<file path="config.mk">
export PLATFORM = sky130hd
export DESIGN_NAME = mem_arbiter
export DESIGN_NICKNAME = d
export VERILOG_FILES = /design/src/rtl/mem_arb_pkg.sv /design/src/rtl/sat_counter.sv /design/src/rtl/mem_arbiter.sv
export SDC_FILE = /design/constraint.sdc
export NUM_CORES = 1
export LEC_CHECK = 0
export BUFFER_PORTS_ARGS = -buffer_cell sky130_fd_sc_hd__buf_4
export CAP_MARGIN = 20
export CORE_MARGIN = 2
export CORE_UTILIZATION = 30
export CTS_CLUSTER_DIAMETER = 80
export DETAILED_ROUTE_END_ITERATION = 8
export PLACE_DENSITY = 0.66
export SYNTH_ARGS = -nofsm -noshare
export SYNTH_HDL_FRONTEND = slang
export SYNTH_SLANG_ARGS = --single-unit
</file>
<file path="constraint.sdc">
create_clock -name CLK -period 2.57 [get_ports CLK]
set_input_delay 0.3855 -clock CLK [delete_from_list [all_inputs] [get_ports CLK]]
set_output_delay 0.3855 -clock CLK [all_outputs]
set_load 0.01 [all_outputs]
</file>
<file path="src/rtl/mem_arb_pkg.sv">
// Shared definitions for the two-requester memory arbiter.
// Holds the default address/data widths, the completion-counter width,
// the number of requesters and the arbiter state encoding.
package mem_arb_pkg;

    localparam int ADDR_W_DEF = 8;
    localparam int DATA_W_DEF = 32;
    localparam int CNT_W      = 16;
    localparam int NUM_REQ    = 2;

    typedef enum logic [1:0] {
        ST_IDLE   = 2'd0,
        ST_GRANT0 = 2'd1,
        ST_GRANT1 = 2'd2
    } arb_state_e;

endpackage

</file>
<file path="src/rtl/sat_counter.sv">
// Saturating up-counter.
// Ports:
//   clk_i   - clock
//   clr_i   - synchronous clear (highest priority)
//   inc_i   - increment enable; the count sticks at all-ones
//   count_o - current count
module sat_counter #(
    parameter int WIDTH = 16
) (
    input  logic             clk_i,
    input  logic             clr_i,
    input  logic             inc_i,
    output logic [WIDTH-1:0] count_o
);

    logic [WIDTH-1:0] count_q;
    logic [WIDTH-1:0] count_d;

    always_comb begin
        count_d = count_q;
        if (inc_i && (count_q != {WIDTH{1'b1}})) begin
            count_d = count_q + WIDTH'(1);
        end
    end

    always_ff @(posedge clk_i) begin
        if (clr_i) begin
            count_q <= '0;
        end else begin
            count_q <= count_d;
        end
    end

    assign count_o = count_q;

endmodule

</file>
<file path="src/rtl/mem_arbiter.sv">
// Two-requester round-robin arbiter in front of a single memory port.
// Ports:
//   CLK, RST                      - clock, synchronous active-high reset
//   rX_addr/wen/ren/wdata         - requester X request, held until rX_ready
//   rX_rdata, rX_ready            - requester X response (valid for one cycle)
//   m_addr/wen/ren/wdata          - memory-side request (zero when idle)
//   m_rdata, m_ready              - memory-side response
//   rX_count                      - saturating count of completed transactions
module mem_arbiter
    import mem_arb_pkg::*;
#(
    parameter int ADDR_W = ADDR_W_DEF,
    parameter int DATA_W = DATA_W_DEF
) (
    input  logic              CLK,
    input  logic              RST,
    input  logic [ADDR_W-1:0] r0_addr,
    input  logic              r0_wen,
    input  logic              r0_ren,
    input  logic [DATA_W-1:0] r0_wdata,
    output logic [DATA_W-1:0] r0_rdata,
    output logic              r0_ready,
    input  logic [ADDR_W-1:0] r1_addr,
    input  logic              r1_wen,
    input  logic              r1_ren,
    input  logic [DATA_W-1:0] r1_wdata,
    output logic [DATA_W-1:0] r1_rdata,
    output logic              r1_ready,
    output logic [ADDR_W-1:0] m_addr,
    output logic              m_wen,
    output logic              m_ren,
    output logic [DATA_W-1:0] m_wdata,
    input  logic [DATA_W-1:0] m_rdata,
    input  logic              m_ready,
    output logic [CNT_W-1:0]  r0_count,
    output logic [CNT_W-1:0]  r1_count
);

    arb_state_e state_q, state_d;
    logic       last_grant_q, last_grant_d;   // 1 => r1 was served most recently

    logic pend0, pend1;
    assign pend0 = r0_wen | r0_ren;
    assign pend1 = r1_wen | r1_ren;

    logic [NUM_REQ-1:0] done;
    logic [CNT_W-1:0]   cnt [NUM_REQ];

    // State register
    always_ff @(posedge CLK) begin
        if (RST) begin
            state_q      <= ST_IDLE;
            last_grant_q <= 1'b1;
        end else begin
            state_q      <= state_d;
            last_grant_q <= last_grant_d;
        end
    end

    // Next-state logic. On completion the other requester is preferred so a
    // requester streaming back-to-back cannot starve its peer; the handoff
    // happens at the completing edge, so consecutive grants have no gap.
    always_comb begin
        state_d      = state_q;
        last_grant_d = last_grant_q;
        unique case (state_q)
            ST_IDLE: begin
                if (pend0 && pend1) begin
                    state_d = last_grant_q ? ST_GRANT0 : ST_GRANT1;
                end else if (pend0) begin
                    state_d = ST_GRANT0;
                end else if (pend1) begin
                    state_d = ST_GRANT1;
                end
            end
            ST_GRANT0: begin
                if (m_ready) begin
                    last_grant_d = 1'b0;
                    if (pend1)      state_d = ST_GRANT1;
                    else if (pend0) state_d = ST_GRANT0;
                    else            state_d = ST_IDLE;
                end
            end
            ST_GRANT1: begin
                if (m_ready) begin
                    last_grant_d = 1'b1;
                    if (pend0)      state_d = ST_GRANT0;
                    else if (pend1) state_d = ST_GRANT1;
                    else            state_d = ST_IDLE;
                end
            end
            default: state_d = ST_IDLE;
        endcase
    end

    // Output muxing. Write takes precedence if a requester raises both
    // wen and ren, so m_ren is masked by wen.
    always_comb begin
        m_addr   = '0;
        m_wen    = 1'b0;
        m_ren    = 1'b0;
        m_wdata  = '0;
        r0_ready = 1'b0;
        r0_rdata = '0;
        r1_ready = 1'b0;
        r1_rdata = '0;
        unique case (state_q)
            ST_GRANT0: begin
                m_addr   = r0_addr;
                m_wen    = r0_wen;
                m_ren    = r0_ren & ~r0_wen;
                m_wdata  = r0_wdata;
                r0_ready = m_ready;
                r0_rdata = m_ready ? m_rdata : '0;
            end
            ST_GRANT1: begin
                m_addr   = r1_addr;
                m_wen    = r1_wen;
                m_ren    = r1_ren & ~r1_wen;
                m_wdata  = r1_wdata;
                r1_ready = m_ready;
                r1_rdata = m_ready ? m_rdata : '0;
            end
            default: ;
        endcase
    end

    assign done = {r1_ready, r0_ready};

    generate
        for (genvar gi = 0; gi < NUM_REQ; gi++) begin : g_cnt
            sat_counter #(
                .WIDTH (CNT_W)
            ) u_cnt (
                .clk_i   (CLK),
                .clr_i   (RST),
                .inc_i   (done[gi]),
                .count_o (cnt[gi])
            );
        end
    endgenerate

    assign r0_count = cnt[0];
    assign r1_count = cnt[1];

endmodule

</file>
==> impl_metrics.json <==
{
  "status": "finished, final reports clean",
  "critPathKind": "reg2out",
  "cts_buffers": 5,
  "end_kind": "output pin",
  "port_buffers": 258,
  "ios": 259,
  "dpl_cell_area_mm2": 0.005065,
  "synth-async-reset-ratio_pct": 0,
  "wl_per_cell_um": 18.97,
  "cts_hold_buf": 0,
  "die-area_mm2": 0.01085,
  "clockRootBuffer": "clkbuf_8",
  "tns_ps": 0,
  "post_cts_buffers": 0,
  "nets": 775,
  "drv_cap": 0,
  "synth_area_leaders": "dfxtp_1 (23%), and3_1 (14%), nor2b_1 (10%)",
  "powerDensity_mw_per_mm2": 564.6,
  "layout-drive-gt1-share_pct": 44.99,
  "insertion_delay_ps": 290,
  "grt_start_max_net_pins": 65,
  "seq_area_um2": 700.7,
  "synth-edff-count": 0,
  "antenna_found_initial": 5,
  "core_area_mm2": 0.009774,
  "row_count": 36,
  "gr-usage-met2_pct": 38.63,
  "crit_family": "adder cells",
  "grt_remaining_overflow": 0,
  "rsz0062_at_grt": "no",
  "use_met1_pct": 33.00,
  "cts_buffer_depth": 2,
  "area_growth_pct": 71.48,
  "ys_seq_area_share_pct": 23.28,
  "slowest_stage": "ha_2",
  "die_w_um": 104.2,
  "fillCellCount": 968,
  "p_switching_mw": 1.195,
  "drt_iter0_markers": 360,
  "power.leakage_nw": 2.533,
  "combPwrFrac_pct": 65.5,
  "yosys_most_used_dff": "dfxtp_1",
  "via_per_inst": 5.378,
  "startpoint_type": "flop",
  "met3_usage_pct": 13.72,
  "finalHoldViolCount": 0,
  "h-tree-depth": 2,
  "internal_power_mw": 1.719,
  "seq_power_share_pct": 20.5,
  "synth-seq-cells": 35,
  "cp.arrival_ps": 2030,
  "synth.distinct_cells": 47,
  "clkSinkCount": 35,
  "worst_pin_slew_ps": 709.8,
  "layout_min_cycle_time_ps": 2411,
  "vias": 4222,
  "multiInputGateArea_mm2": 0.002143,
  "grt_pass1_vias": 3947,
  "drv_slew": 0,
  "setup_viol": 0,
  "initial_core_util_pct": 30.79,
  "cts.clk_slew.worst_paths_ps": 70,
  "ir_drop_mv": 0.3440,
  "final_core_utilization_pct": 52.79,
  "netlist_top_cells_count": "and3_1 (66), nor2b_1 (50), a22oi_1 (41)",
  "p_clk_share_pct": 14.0,
  "cts_tree": "done",
  "switching_share_pct": 41.00,
  "ys_warn_count": 0,
  "grt.busiest_layer": "met2",
  "syn_inst": 409,
  "worstPathRequired_ps": 2180,
  "postRouteAntennaNets": 0,
  "hpwlAfterDp_um": 11940,
  "period_share_pct": 93.82,
  "design_area_mm2": 0.005160,
  "syn_avg_cell_area_um2": 7.357,
  "grt_pass1_wl_um": 22140,
  "slew_headroom_pct": 52.31,
  "drc": 0,
  "drtPass1Iterations": 5,
  "gp_congestion": 0.9427,
  "hold_path.class": "reg2reg",
  "cts_resized": 0,
  "synth.most_common_cell": "and3_1",
  "die_y_um": 104.2,
  "syn-num-nets": 535,
  "fmax_ghz": 0.4147,
  "syn_area_mm2": 0.003009,
  "grt_usage_pct": 25.80,
  "yosysTopAreaCellShare_pct": 23.28,
  "wl_um": 14890,
  "yosysTopAreaCell": "dfxtp_1",
  "cpPeakStageDelay_ps": 560,
  "crit_buf_inv": 3,
  "critPathMaxFanout": 31,
  "crit_chain": "inv_1 > ha_2 > buf_12 > a22oi_1 > nor2b_1 > buf_4",
  "clock_skew_ps": 5.571
}
## cell usage in the layout, fill, tap and decap left out, types with 6 or more instances in the layout
cell,count
buf_4,266
nand2_1,16
a21oi_1,24
inv_1,10
nor3_1,8
nand4_1,8
nor2b_1,50
nor2_1,17
dfxtp_1,35
and3_1,66
or3_1,7
nand3_1,14
o21ai_0,12
clkbuf_8,6
mux2_2,9
a22oi_1,41
or4_1,7
## worst paths after layout
| path | from | end | slack [ps] | depth (start not counted) |
|---|---|---|---|---|
| worst min register to register | g_cnt[1].u_cnt.count_o[11]$_SDFFE_PP0P_ | g_cnt[1].u_cnt.count_o[11]$_SDFFE_PP0P_ | 520 | 2 |
| worst max register to register | state_q[1]$_SDFFE_PP0P_ | g_cnt[0].u_cnt.count_o[9]$_SDFFE_PP0P_ | 510 | 6 |
| worst max-delay path | state_q[0]$_SDFFE_PP0P_ | m_wdata[3] | 160 | 6 |
| worst min-delay path | g_cnt[1].u_cnt.count_o[11]$_SDFFE_PP0P_ | g_cnt[1].u_cnt.count_o[11]$_SDFFE_PP0P_ | 520 | 2 |
## power by group through the flow
| stage | sequential (mW) | combinational (mW) | clock (mW) |
|---|---|---|---|
| floorplan | 0.604 | 1.09 | 0 |
| global placement | 0.606 | 1.87 | 0 |
| detailed placement | 0.609 | 1.90 | 0 |
| CTS | 0.597 | 1.91 | 0.417 |
| global route | 0.600 | 2.07 | 0.444 |
| finish | 0.597 | 1.91 | 0.408 |
## metrics by stage
step	cells	hold WS [ps]	total power, mW	setup slack [ps]
floorplan	409	470.3	1.695	648.3
global placement	775	489.9	2.480	532.5
detailed placement	775	505.9	2.509	494.4
CTS	782	516.8	2.919	170.4
global route	782	542.4	3.112	64.53
finish	785	522.4	2.913	158.7
## per-layer routing
metal	part of all wire, %	wire [um]
met5	0.19	29
met4	1.3	195
met3	14	2145
met2	43	6364
met1	41	6153
## worst reg2reg max path, cell delays in order (launching register included)
cell and delay (ps):
dfxtp_1 360, inv_1 90, ha_2 200, buf_4 250
and4_1 340, nor4b_1 340, mux2_2 370
## area by class of cell
class / instances / share of cell area (%)
clock buffers: 6 / 1.600
flip-flops and latches: 35 / 13.58
clock inverters: 1 / 0.09699
diodes: 3 / 0.1455
multi-input cells: 330 / 41.54
repair buffers: 267 / 39.09
inverters: 10 / 0.7274
well taps: 133 / 3.225
## cells by family (layout without fill, tap and decap cells)
| family | after synthesis | count (layout) | synth area share [%] |
|---|---|---|---|
| simple gates | 215 | 215 | 42.62 |
| buf+inv | 44 | 284 | 5.655 |
| xor+xnor | 1 | 1 | 0.2911 |
| fa+ha+maj | 7 | 7 | 2.910 |
| mux | 10 | 10 | 3.701 |
| compound gates | 97 | 97 | 21.54 |
| flops | 35 | 35 | 23.28 |
| other cells | 0 | 3 | 0 |
## registers in the layout (all words and copies together), names as in the netlist
signal,count
last_grant_q,1
state_q,2
g_cnt.u_cnt.count_o,32
(Power assumes the default switching activity.)
